`src/rtl/pipearch_common_pkg.sv`:
```
// Shared definitions for the pipearch blocks: controller state encoding and
// the layout of the regs0 operand word.
package pipearch_common;

    typedef enum logic [1:0] {
        ST_IDLE    = 2'd0,
        ST_FORWARD = 2'd1,
        ST_DRAIN   = 2'd2
    } state_t;

    localparam int REGS0_LINES_LSB = 0;
    localparam int REGS0_LINES_W   = 16;
    localparam int REGS0_ITERS_LSB = 16;
    localparam int REGS0_ITERS_W   = 16;

    // Lines per iteration times iteration count; a 16x16 product always fits in 32 bits.
    function automatic logic [31:0] op_total(input logic [31:0] regs0);
        logic [31:0] lines;
        logic [31:0] iters;
        lines = {16'd0, regs0[REGS0_LINES_LSB +: REGS0_LINES_W]};
        iters = {16'd0, regs0[REGS0_ITERS_LSB +: REGS0_ITERS_W]};
        return lines * iters;
    endfunction

endpackage

```
`src/rtl/pipearch_readforward.sv`:
```
// Forwards upstream read requests to the memory region for a fixed number of
// lines per operation and returns responses upstream with one cycle of latency.
module pipearch_readforward
    import pipearch_common::*;
#(
    parameter int DATA_WIDTH = 512,
    parameter int ADDR_WIDTH = 16
) (
    input  logic                  clk,
    input  logic                  reset,
    input  logic                  op_start,
    output logic                  op_done,
    input  logic [31:0]           regs0,
    input  logic                  fwd_re,
    input  logic [ADDR_WIDTH-1:0] fwd_raddr,
    input  logic                  fwd_rfifobram,
    output logic                  fwd_almostfull,
    output logic                  fwd_rvalid,
    output logic [DATA_WIDTH-1:0] fwd_rdata,
    output logic                  rd_re,
    output logic [ADDR_WIDTH-1:0] rd_raddr,
    output logic                  rd_rfifobram,
    input  logic                  rd_almostfull,
    input  logic                  rd_rvalid,
    input  logic [DATA_WIDTH-1:0] rd_rdata
);

    state_t                r_state;
    state_t                w_state_next;
    logic [31:0]           r_total;
    logic [31:0]           r_issued;
    logic [31:0]           r_returned;
    logic                  r_op_done;
    logic                  r_rd_re;
    logic [ADDR_WIDTH-1:0] r_rd_raddr;
    logic                  r_rd_rfifobram;
    logic                  r_fwd_rvalid;
    logic [DATA_WIDTH-1:0] r_fwd_rdata;

    logic [31:0]           w_op_total;
    logic                  w_start;
    logic                  w_start_empty;
    logic                  w_accept;
    logic                  w_resp;
    logic                  w_complete;
    logic                  w_issue_full;

    assign w_op_total    = op_total(regs0);
    assign w_start       = (r_state == ST_IDLE) && op_start;
    assign w_start_empty = w_start && (w_op_total == 32'd0);
    assign w_issue_full  = (r_issued == r_total);
    assign w_accept      = (r_state == ST_FORWARD) && fwd_re && !w_issue_full;
    assign w_resp        = (r_state != ST_IDLE) && rd_rvalid;
    assign w_complete    = w_resp && ((r_returned + 32'd1) == r_total);

    assign fwd_almostfull = rd_almostfull || (r_state != ST_FORWARD) || w_issue_full;

    // NOTE: sequential state uses non-blocking assignments so every register
    // samples the pre-edge values regardless of statement order.
    always_ff @(posedge clk) begin
        if (reset) r_state <= ST_IDLE;
        else       r_state <= w_state_next;
    end

    // NOTE: the default assignment first keeps this block free of inferred latches.
    always_comb begin
        w_state_next = r_state;
        case (r_state)
            ST_IDLE: begin
                if (w_start && !w_start_empty) w_state_next = ST_FORWARD;
            end
            ST_FORWARD: begin
                if (w_complete)                                     w_state_next = ST_IDLE;
                else if (w_accept && (r_issued + 32'd1) == r_total) w_state_next = ST_DRAIN;
            end
            ST_DRAIN: begin
                if (w_complete) w_state_next = ST_IDLE;
            end
            default: w_state_next = ST_IDLE;
        endcase
    end

    // Counters only move while an operation is active; a new start reloads them.
    always_ff @(posedge clk) begin
        if (reset) begin
            r_total    <= 32'd0;
            r_issued   <= 32'd0;
            r_returned <= 32'd0;
        end else if (w_start) begin
            r_total    <= w_op_total;
            r_issued   <= 32'd0;
            r_returned <= 32'd0;
        end else begin
            if (w_accept) r_issued   <= r_issued + 32'd1;
            if (w_resp)   r_returned <= r_returned + 32'd1;
        end
    end

    always_ff @(posedge clk) begin
        if (reset) begin
            r_op_done    <= 1'b0;
            r_rd_re      <= 1'b0;
            r_fwd_rvalid <= 1'b0;
        end else begin
            r_op_done    <= w_start_empty || w_complete;
            r_rd_re      <= w_accept;
            r_fwd_rvalid <= rd_rvalid;
        end
    end

    // NOTE: address and data registers carry no reset; they are only
    // meaningful alongside their valid strobes, which are reset.
    always_ff @(posedge clk) begin
        r_fwd_rdata <= rd_rdata;
        if (fwd_re) begin
            r_rd_raddr     <= fwd_raddr;
            r_rd_rfifobram <= fwd_rfifobram;
        end
    end

    assign op_done      = r_op_done;
    assign rd_re        = r_rd_re;
    assign rd_raddr     = r_rd_raddr;
    assign rd_rfifobram = r_rd_rfifobram;
    assign fwd_rvalid   = r_fwd_rvalid;
    assign fwd_rdata    = r_fwd_rdata;

endmodule

```
`config.mk`:
```
export PLATFORM = sky130hd
export DESIGN_NAME = pipearch_readforward
export DESIGN_NICKNAME = d
export VERILOG_FILES = /design/src/rtl/pipearch_common_pkg.sv /design/src/rtl/pipearch_readforward.sv
export SDC_FILE = /design/constraint.sdc
export NUM_CORES = 1
export LEC_CHECK = 0
export CORE_AREA = 2 2 430 432
export CTS_CLUSTER_DIAMETER = 40
export CTS_CLUSTER_SIZE = 40
export DETAILED_ROUTE_END_ITERATION = 10
export DIE_AREA = 0 0 432 434
export GPL_ROUTABILITY_DRIVEN = 0
export HOLD_SLACK_MARGIN = 0.03
export PLACE_DENSITY = 0.34
export SETUP_SLACK_MARGIN = 0.02
export SLEW_MARGIN = 20
export SYNTH_ARGS = -nofsm -noshare
export SYNTH_HDL_FRONTEND = slang
export SYNTH_SLANG_ARGS = --single-unit
```
`constraint.sdc`:
```
create_clock -name clk -period 19.57 [get_ports clk]
set_input_delay 1.957 -clock clk [delete_from_list [all_inputs] [get_ports clk]]
set_output_delay 1.957 -clock clk [all_outputs]
set_load 0.01 [all_outputs]
```
==> impl_metrics.toml <==
[yosys]
register_area_share_after_synthesis_pct = 49.8
synth_largest_area_cell = "sky130_fd_sc_hd__dfxtp_1"
most_used_dff_post_synth = "sky130_fd_sc_hd__dfxtp_1"
netlist-cell-type-count = 78
ys_top_cells_by_area = "sky130_fd_sc_hd__dfxtp_1 (48%), sky130_fd_sc_hd__fa_1 (15%), sky130_fd_sc_hd__ha_1 (5.2%)"
post_synth_inst_count = 2330
synthDominantCellAreaShare_pct = 47.8
synth_seq_cells = 630
synth_area_per_cell_um2 = 11.0
postSynthNetCount = 3197
mappedNetlistArea_um2 = 25700
async_reset_ff_share_pct = 0
netlist_top_cells_count = "sky130_fd_sc_hd__dfxtp_1 (613), sky130_fd_sc_hd__inv_1 (242), sky130_fd_sc_hd__nand2_1 (235), sky130_fd_sc_hd__fa_1 (194), sky130_fd_sc_hd__and2_1 (121)"
synth-edff-count = 17
yosysWarnings = 0
post-synth-top-count-cell = "sky130_fd_sc_hd__dfxtp_1"

[die]
die-width_um = 432
design.core.area_um2 = 182000
die_height_um = 434
die_ar_um2 = 187000
starting_utilization_of_the_core_area_pct = 14.1
ios = 1100
row_count = 157

[global_routing]
grt_start_max_net_pins = 66
first_global_vias = 22900
grt_antenna_before_repair = 176
grt_first_pass_wirelength_um = 257000
grt_util_all_layers_pct = 21.7
globalRoute.totalOverflow = 0

[timing]
worst_hold_slack_ps = 520
period_share_pct = 45.5
unrepaired_setup_endpoints_after_global_routing = "false"
final-max-slew-violation-count = 0
setup_ws_ps = 10670
hold_viol = 0
report.final.setup_viol = 0
fmaxAchievable_ghz = 0.112
min_tclk_post_route_ps = 8900
timing_worst_slew_pin_value_ps = 1040
setup_tns_ps = 0
slew_headroom_pct = 30.7
clock-skew-final_ps = 27.1

[worst_setup_path]
rrSetupSlack_ps = 15970
path_class = "in -> reg"
required_time_at_the_endpoint_of_the_critical_path_ps = 20240
worstReg2RegStart = "r_returned[0]$_SDFFE_PP0P_"
timing.critical_path.from_type = "primary input"
critical_path_peak_fanout = 16
setup.worst_path.end_class = "register"
cp.arrival_ps = 9580
startpoint = "regs0[14]"

[layout]
finish.net_count = 4363
fillerInstances = 19500
area_delta_synth_final_pct = 75.1
final_layout_size_suffix_gt1_share_pct = 8.44
final_cell_count_no_fill = 6050

[pwr]
p_leak_nw = 18.2
power-per-cell-area_nw_per_um2 = 154
power.total_w = 0.00692
vdd_ir_drop_max_uv = 124

[routing]
detailedRoute.firstIterationViolations = 1228
routed_wl_um = 209000
avgViaCountPerCell = 3.71
vias = 22500
post_drt_wl_per_cell_um = 34.6
ant_nets = 0
drcViolationCount = 0
firstDrtPassIters = 5

[run]
max_capacitance_violation_total = 0

[clock_network]
cts_resized = 0
post_cts.repair.setup_buffers = 0
tritoncts = "done"
cts_buffers = 157
clk_root_buffer_cell = "sky130_fd_sc_hd__clkbuf_16"
clock_net_sink_count = 630
clkTransAtPathRegs_ps = 40
cts_hold_repair.buffers = 0
htreeDepth = 4
worst_skew_pair.late_latency_ps = 770
clock_buffer_depth = 3

[placement]
io_buffer_count = 1099
place_inst = 5722
detailed_place_hpwl_um = 188000
post-place-ws_ps = 9790

[min_path]
worst_hold_startpoint = "r_issued[29]$_SDFFE_PP0P_"
hp-class = "reg -> reg"

[outcome]
run_status = "complete, no violations"
report_power, final:
group / switching [W] / leakage (nW) / internal, W
sequential: 0.0000718 / 5.31 / 0.00138
combinational: 0.00164 / 10.2 / 0.00112
clock: 0.000906 / 2.69 / 0.00180
total: 0.00262 / 18.2 / 0.00430
per-stage QoR:
| step | area [µm²] | utilization [%] |
|---|---|---|
| 2_1_floorplan | 25700 | - |
| 3_3_place_gp | 39300 | 21.6 |
| 3_5_place_dp | 39300 | 21.6 |
| 4_1_cts | 44900 | 24.6 |
| 5_1_grt | 44900 | 24.6 |
| 6_report | 45000 | 24.6 |
layout make-up:
class | instances | area, µm² | share of cell area (%)
clock buffer | 199 | 4340 | 9.65
inverter | 242 | 908 | 2.02
sequential | 630 | 12800 | 28.4
tap | 2385 | 2980 | 6.64
antenna | 38 | 95.1 | 0.211
clock inverter | 91 | 1200 | 2.66
timing repair buffer | 1105 | 11000 | 24.6
multi-input combinational | 1360 | 11600 | 25.8
final timing paths:
| kind | end | depth (start not counted) |
|---|---|---|
| setup / recovery | op_done$_SDFF_PP0_ | 21 |
| hold / removal | r_issued[29]$_SDFFE_PP0P_ | 2 |
| setup reg to reg | r_state[0]$_SDFFE_PP0P_ | 10 |
| hold reg to reg | r_issued[29]$_SDFFE_PP0P_ | 2 |
cell usage in the layout (no fill, tap or decap), types with 45 or more instances in the layout:
cell type and instances:
sky130_fd_sc_hd__and2_1 121, sky130_fd_sc_hd__xnor2_1 87, sky130_fd_sc_hd__clkbuf_16 159, sky130_fd_sc_hd__a21oi_1 53, sky130_fd_sc_hd__inv_1 242, sky130_fd_sc_hd__xor2_1 80
sky130_fd_sc_hd__nand3_1 45, sky130_fd_sc_hd__nor2_1 108, sky130_fd_sc_hd__ha_1 106, sky130_fd_sc_hd__dfxtp_1 613, sky130_fd_sc_hd__nand2_1 235, sky130_fd_sc_hd__fa_1 194
sky130_fd_sc_hd__clkdlybuf4s50_1 1099
metal layers:
metal,vias to the layer above,wire [µm],GRT usage [%]
met1,11000,86800,26.6
met3,391,23800,10.6
li1,9953,-,-
met2,1104,92000,32.4
met5,-,343,0
met4,52,6390,8.44
critical path: stages:
cell                              delay [ps]
sky130_fd_sc_hd__clkdlybuf4s50_1        1020
sky130_fd_sc_hd__nand2_1                 170
sky130_fd_sc_hd__fa_1                    540
sky130_fd_sc_hd__fa_1                    550
sky130_fd_sc_hd__inv_1                    60
sky130_fd_sc_hd__fa_1                    480
sky130_fd_sc_hd__fa_1                    470
sky130_fd_sc_hd__fa_1                    540
sky130_fd_sc_hd__inv_1                    60
sky130_fd_sc_hd__fa_1                    480
sky130_fd_sc_hd__inv_1                    40
sky130_fd_sc_hd__ha_1                    400
sky130_fd_sc_hd__a21oi_1                 230
sky130_fd_sc_hd__o21ai_0                 240
sky130_fd_sc_hd__or4_4                   600
sky130_fd_sc_hd__a2111oi_4               350
sky130_fd_sc_hd__nand4_1                 150
sky130_fd_sc_hd__nor4_1                  380
sky130_fd_sc_hd__nand4_1                 180
sky130_fd_sc_hd__or4_4                   540
sky130_fd_sc_hd__o22ai_2                 120
state kept, by name (all words and copies together), names as in the netlist:
name	flops
r_issued	32
rd_rfifobram	1
rd_re	1
fwd_rvalid	1
r_total	32
op_done	1
rd_raddr	16
fwd_rdata	512
r_returned	32
r_state	2
cell families after synthesis:
kind of cell,synth area share [%]
buffers and inverters,5.08
xor gates and xnor gates,5.69
muxes,0.521
adders and majority gates,20.3
AOI/OAI and AO/OA,5.54
and+or+nand+nor,13.1
DFF,49.8
Note: power is estimated with default switching activity, not from simulation.
